--- src/rtl/apu_pwm_capture.sv ---
// Receive end of the APU 1-bit PWM audio line: measures duty and rising edges over
// fixed 2**WINDOW_LOG2-cycle windows and offers each result on a valid/ready port.
module apu_pwm_capture #(
    parameter int WINDOW_LOG2 = 10,
    parameter int SAMPLE_W    = 8,
    parameter int EDGE_W      = 8
) (
    input  logic                clk,
    input  logic                rst_n,
    input  logic                en,
    input  logic                pwm_in,
    input  logic                sample_ready,
    output logic                sample_valid,
    output logic [SAMPLE_W-1:0] sample,
    output logic [EDGE_W-1:0]   edges,
    output logic                overrun,
    input  logic                clr_overrun
);

    localparam int SHIFT = WINDOW_LOG2 - SAMPLE_W;

    localparam logic [0:0] ST_IDLE    = 1'b0;
    localparam logic [0:0] ST_MEASURE = 1'b1;

    logic [0:0]             r_state;
    logic                   r_sync1;
    logic                   r_sync2;
    logic                   r_prev;
    logic [WINDOW_LOG2-1:0] r_win_cnt;
    logic [WINDOW_LOG2:0]   r_high_cnt;
    logic [EDGE_W-1:0]      r_edge_cnt;

    logic                   w_s;
    logic                   w_rise;
    logic                   w_terminal;
    logic                   w_measuring;
    logic                   w_arrive;
    logic [WINDOW_LOG2:0]   w_total;
    logic [EDGE_W:0]        w_edge_sum;
    logic [EDGE_W-1:0]      w_edge_sat;
    logic [SAMPLE_W:0]      w_shifted;
    logic [SAMPLE_W-1:0]    w_sample_sat;

    // NOTE: sequential state uses non-blocking assignments only, so every flop
    // samples the pre-edge value of the others (the sync chain depends on this).
    always_ff @(posedge clk or negedge rst_n) begin
        if (!rst_n) begin
            r_sync1 <= 1'b0;
            r_sync2 <= 1'b0;
            r_prev  <= 1'b0;
        end else begin
            r_sync1 <= pwm_in;
            r_sync2 <= r_sync1;
            r_prev  <= r_sync2;
        end
    end

    assign w_s         = r_sync2;
    assign w_rise      = r_sync2 & ~r_prev;
    assign w_terminal  = &r_win_cnt;
    assign w_measuring = (r_state == ST_MEASURE) && en;
    assign w_arrive    = w_measuring && w_terminal;

    // Totals include the current cycle so the terminal cycle is never lost.
    assign w_total      = r_high_cnt + {{WINDOW_LOG2{1'b0}}, w_s};
    assign w_edge_sum   = {1'b0, r_edge_cnt} + {{EDGE_W{1'b0}}, w_rise};
    assign w_edge_sat   = w_edge_sum[EDGE_W] ? {EDGE_W{1'b1}} : w_edge_sum[EDGE_W-1:0];
    assign w_shifted    = w_total[WINDOW_LOG2:SHIFT];
    assign w_sample_sat = w_shifted[SAMPLE_W] ? {SAMPLE_W{1'b1}} : w_shifted[SAMPLE_W-1:0];

    always_ff @(posedge clk or negedge rst_n) begin
        if (!rst_n) begin
            r_state    <= ST_IDLE;
            r_win_cnt  <= '0;
            r_high_cnt <= '0;
            r_edge_cnt <= '0;
        end else begin
            r_state <= en ? ST_MEASURE : ST_IDLE;
            if (w_measuring && !w_terminal) begin
                r_win_cnt  <= r_win_cnt + WINDOW_LOG2'(1);
                r_high_cnt <= w_total;
                r_edge_cnt <= w_edge_sat;
            end else begin
                // Idle, aborted partial window, or window wrap: restart from zero.
                r_win_cnt  <= '0;
                r_high_cnt <= '0;
                r_edge_cnt <= '0;
            end
        end
    end

    always_ff @(posedge clk or negedge rst_n) begin
        if (!rst_n) begin
            sample_valid <= 1'b0;
            sample       <= '0;
            edges        <= '0;
        end else if (w_arrive) begin
            sample_valid <= 1'b1;
            sample       <= w_sample_sat;
            edges        <= w_edge_sat;
        end else if (sample_valid && sample_ready) begin
            sample_valid <= 1'b0;
        end
    end

    // Clear has priority over an overwrite landing in the same cycle.
    always_ff @(posedge clk or negedge rst_n) begin
        if (!rst_n) begin
            overrun <= 1'b0;
        end else if (clr_overrun) begin
            overrun <= 1'b0;
        end else if (w_arrive && sample_valid && !sample_ready) begin
            overrun <= 1'b1;
        end
    end

endmodule

--- config.mk ---
export PLATFORM = sky130hd
export DESIGN_NAME = apu_pwm_capture
export DESIGN_NICKNAME = d
export VERILOG_FILES = /design/src/rtl/apu_pwm_capture.sv
export SDC_FILE = /design/constraint.sdc
export NUM_CORES = 1
export LEC_CHECK = 0
export ABC_AREA = 0
export CAP_MARGIN = 20
export CORE_MARGIN = 2
export CORE_UTILIZATION = 50
export CTS_CLUSTER_SIZE = 16
export DETAILED_ROUTE_END_ITERATION = 10
export PLACE_DENSITY = 0.83
export SETUP_SLACK_MARGIN = 0.15
export SLEW_MARGIN = 20
export SYNTH_ARGS = -nofsm -noshare
export SYNTH_HDL_FRONTEND = slang
export SYNTH_SLANG_ARGS = --single-unit
--- constraint.sdc ---
create_clock -name clk -period 2 [get_ports clk]
set_input_delay 0.2 -clock clk [delete_from_list [all_inputs] [get_ports clk]]
set_output_delay 0.2 -clock clk [all_outputs]
set_load 0.1 [all_outputs]
==> impl_metrics.env <==
export IMPL_multiInputGateArea_um2=908
export IMPL_grt_util_met2_pct=29.6
export IMPL_regArea_um2=1280
export IMPL_synth_top_family_by_area="simple AND/OR/NAND/NOR gates"
export IMPL_seq_area_frac_synth_pct=58.1
export IMPL_top_usage_layer="met2"
export IMPL_final_min_clock_period_ps=1730
export IMPL_power_frac_comb_pct=3.5
export IMPL_numCtsBuffers=5
export IMPL_fin_setup_tns_ps=0
export IMPL_slew_headroom_pct=63.2
export IMPL_io_pins=24
export IMPL_worstPathRequired_ps=2190
export IMPL_max_stage_delay_ps=390
export IMPL_cp_end_kind="flop"
export IMPL_grtUsageMet3_pct=5.19
export IMPL_syn_num_nets=213
export IMPL_rsz0062_at_grt="yes"
export IMPL_wl_per_cell_um=14.2
export IMPL_die_w_um=70.3
export IMPL_synth_fa_ha_area_share_pct=2.85
export IMPL_area_growth_pct=21.1
export IMPL_routabilityCongestion=0.747
export IMPL_finalHoldViolCount=0
export IMPL_port_buffers=23
export IMPL_use_met1_pct=21.8
export IMPL_start_util_pct=51.1
export IMPL_antenna_found_initial=0
export IMPL_slew_viol_final=0
export IMPL_fill_cells=360
export IMPL_path_class="reg2reg"
export IMPL_clkLatencyLatePin_ps=310
export IMPL_synth_compound_area_share_pct=5.93
export IMPL_cts_buffer_depth=2
export IMPL_synth_simple_area_share_pct=19.7
export IMPL_p_switching_uw=383
export IMPL_avgSynthCellArea_um2=10.9
export IMPL_clock_sinks=51
export IMPL_path_cells="nor2b_2, ha_1, ha_2, nand3_2, nor2_1, mux2i_1, mux2i_1"
export IMPL_critPathLaunchType="flop"
export IMPL_core_um2=4290
export IMPL_clk_pin_slew_ps=80
export IMPL_clkPwrFrac_pct=40.1
export IMPL_die_area_um2=4940
export IMPL_firstDrtPassIters=5
export IMPL_hold_path_class="in2reg"
export IMPL_layout_drive_gt1_share_pct=23.4
export IMPL_power_mw=1.85
export IMPL_cp_slowest_cell="dfrtp_1"
export IMPL_die_h_um=70.3
export IMPL_drc=0
export IMPL_p_leak_nw=1.24
export IMPL_critPathMostFrequentCell="mux2i_1"
export IMPL_period_share_pct=86.7
export IMPL_powerDensity_nw_per_um2=696
export IMPL_setup_viol=0
export IMPL_gr_total_overflow=0
export IMPL_h_tree_depth=2
export IMPL_critical_path_arrival_ps=1920
export IMPL_seqPwrFrac_pct=56.4
export IMPL_routed_wirelength_um=4080
export IMPL_ys_ff_latch=51
export IMPL_synth_area_um2=2200
export IMPL_num_antenna_cells=0
export IMPL_swShare_pct=20.7
export IMPL_nNetsFinal=245
export IMPL_antenna_left=0
export IMPL_synthXorXnorAreaFrac_pct=6.38
export IMPL_row_count=24
export IMPL_hpwl_um=2620
export IMPL_ir_drop_mv=0.332
export IMPL_grt_pass1_vias=1598
export IMPL_netlist_instances=202
export IMPL_grt_start_max_net_pins=29
export IMPL_clockRootBuffer="clkbuf_8"
export IMPL_global_route_usage_total_pct=18.3
export IMPL_worstMarginPinSlew_ps=552
export IMPL_fmax_mhz=576
export IMPL_p_int_mw=1.47
export IMPL_status="finished clean"
export IMPL_critPathMaxFanout=4
export IMPL_cts_tree="done"
export IMPL_cap_violations=0
export IMPL_grt_first_pass_wirelength_um=6940
export IMPL_viasPerCell=5.35
export IMPL_muxShareOfSynthArea_pct=3.70
export IMPL_clock_skew_ps=6.14
export IMPL_synth_yosys_warnings=0
export IMPL_vias=1536
export IMPL_drt_initial_drc_count=119
export IMPL_ys_types=31
timing repair:
item,in CTS,in global routing
hold buffers,1,0
buffers inserted,0,2
pin swaps,0,2
setup endpoints to repair,10,19
gates resized for setup,5,14
hold endpoints to repair,23,0
final timing paths:
path | from | to | slack, ps | depth (start not counted)
min in group asynchronous | rst_n | sample[0] | 410 | 2
max reg2reg | r_sync2 | edges[6] | 270 | 7
max | r_sync2 | edges[6] | 270 | 7
max in group asynchronous | rst_n | edges[1] | 1060 | 3
min | pwm_in | r_sync1 | 320 | 1
min reg2reg | r_sync1 | r_sync2 | 360 | 0
cells in the final DEF, fill, tap and decap left out, types with 2 or more instances in the layout:
master,synthesis,final
a21oi_2,0,7
ha_2,0,3
xor2_1,11,11
buf_4,2,23
nand4_1,5,5
clkbuf_8,0,6
clkdlybuf4s50_1,0,4
mux2i_1,7,7
a31oi_1,2,2
nor2b_1,4,3
nor2_1,44,44
and4_1,3,3
nand3_1,7,6
dfrtp_1,51,51
xnor2_1,5,5
ha_1,5,2
a21oi_1,14,7
inv_1,9,9
nand2_1,11,11
and3_1,5,4
final cells by class:
type	count	share of cell area, %
clock buffer	6	3.10
tap	52	2.45
sequential	51	48.0
inverter	9	1.27
clock inverter	2	1.32
multi-input combinational	136	34.1
timing repair buffer	31	9.74
kinds of logic (layout without fill, tap and decap cells):
family	after synthesis	count (layout)
mux	8	8
fa+ha+maj	5	5
compound gates	20	20
xor+xnor	16	16
simple gates	87	87
flops	51	51
buf+inv	15	48
power groups by stage:
stage	sequential, mW	combinational [mW]	clock [mW]
5_1_grt	1.05	0.0752	0.792
4_1_cts	1.04	0.0658	0.755
3_5_place_dp	1.06	0.0639	0
2_1_floorplan	1.06	0.0205	0
6_report	1.04	0.0646	0.742
3_3_place_gp	1.06	0.0615	0
through the flow:
stage | hold slack, ps | area [µm²] | utilization (%) | cells | setup slack, ps
3_3_place_gp | 210 | 2450 | 57.1 | 276 | 116
2_1_floorplan | -95.6 | 2200 | - | 202 | 168
6_report | 325 | 2660 | 61.9 | 287 | 265
4_1_cts | 317 | 2590 | 60.4 | 285 | 177
3_5_place_dp | 223 | 2450 | 57.1 | 276 | 56.2
5_1_grt | 335 | 2660 | 61.9 | 287 | 129
per-layer routing:
metal  vias to the layer above  part of all wire [%]
li1                        740                     -
met1                       755                    45
met2                        33                    48
met3                         8                   4.3
met4                         0                   2.3
met5                         -                     0
cells in the mapped netlist:
cell type / n / area [µm²]
a21o_1: 1 / 7.51
and4_1: 3 / 26.3
inv_1: 9 / 33.8
a21oi_1: 14 / 70.1
clkbuf_1: 1 / 3.75
o311ai_4: 1 / 26.3
and3b_1: 1 / 8.76
nand3_1: 7 / 35.0
nor2b_1: 4 / 25.0
buf_6: 1 / 11.3
nand2_1: 11 / 41.3
and3_1: 5 / 31.3
a41oi_1: 1 / 8.76
dfrtp_1: 51 / 1280
or3_1: 1 / 6.26
mux2i_1: 7 / 70.1
mux2_2: 1 / 11.3
a31oi_1: 2 / 12.5
nand4_1: 5 / 31.3
nor4_4: 1 / 21.3
buf_4: 2 / 15.0
o21ai_0: 1 / 5.00
xor2_1: 11 / 96.3
nor2_1: 44 / 165
nand3_4: 1 / 17.5
xnor2_1: 5 / 43.8
buf_2: 2 / 10.0
nor3_1: 2 / 10.0
ha_1: 5 / 62.6
nand2b_1: 1 / 6.26
or2_2: 1 / 6.26
sequential cells by signal, indices dropped and copies added (netlist names), 8 cells and up:
register / count
edges: 8
r_edge_cnt: 8
r_high_cnt: 11
r_win_cnt: 10
sample: 8
critical path: cells and delay by family (launching register included):
family,cells,cell delay (ps)
fa+ha+maj,2,410
flops,1,390
simple gates,3,470
mux,2,350
(Power assumes the default switching activity.)
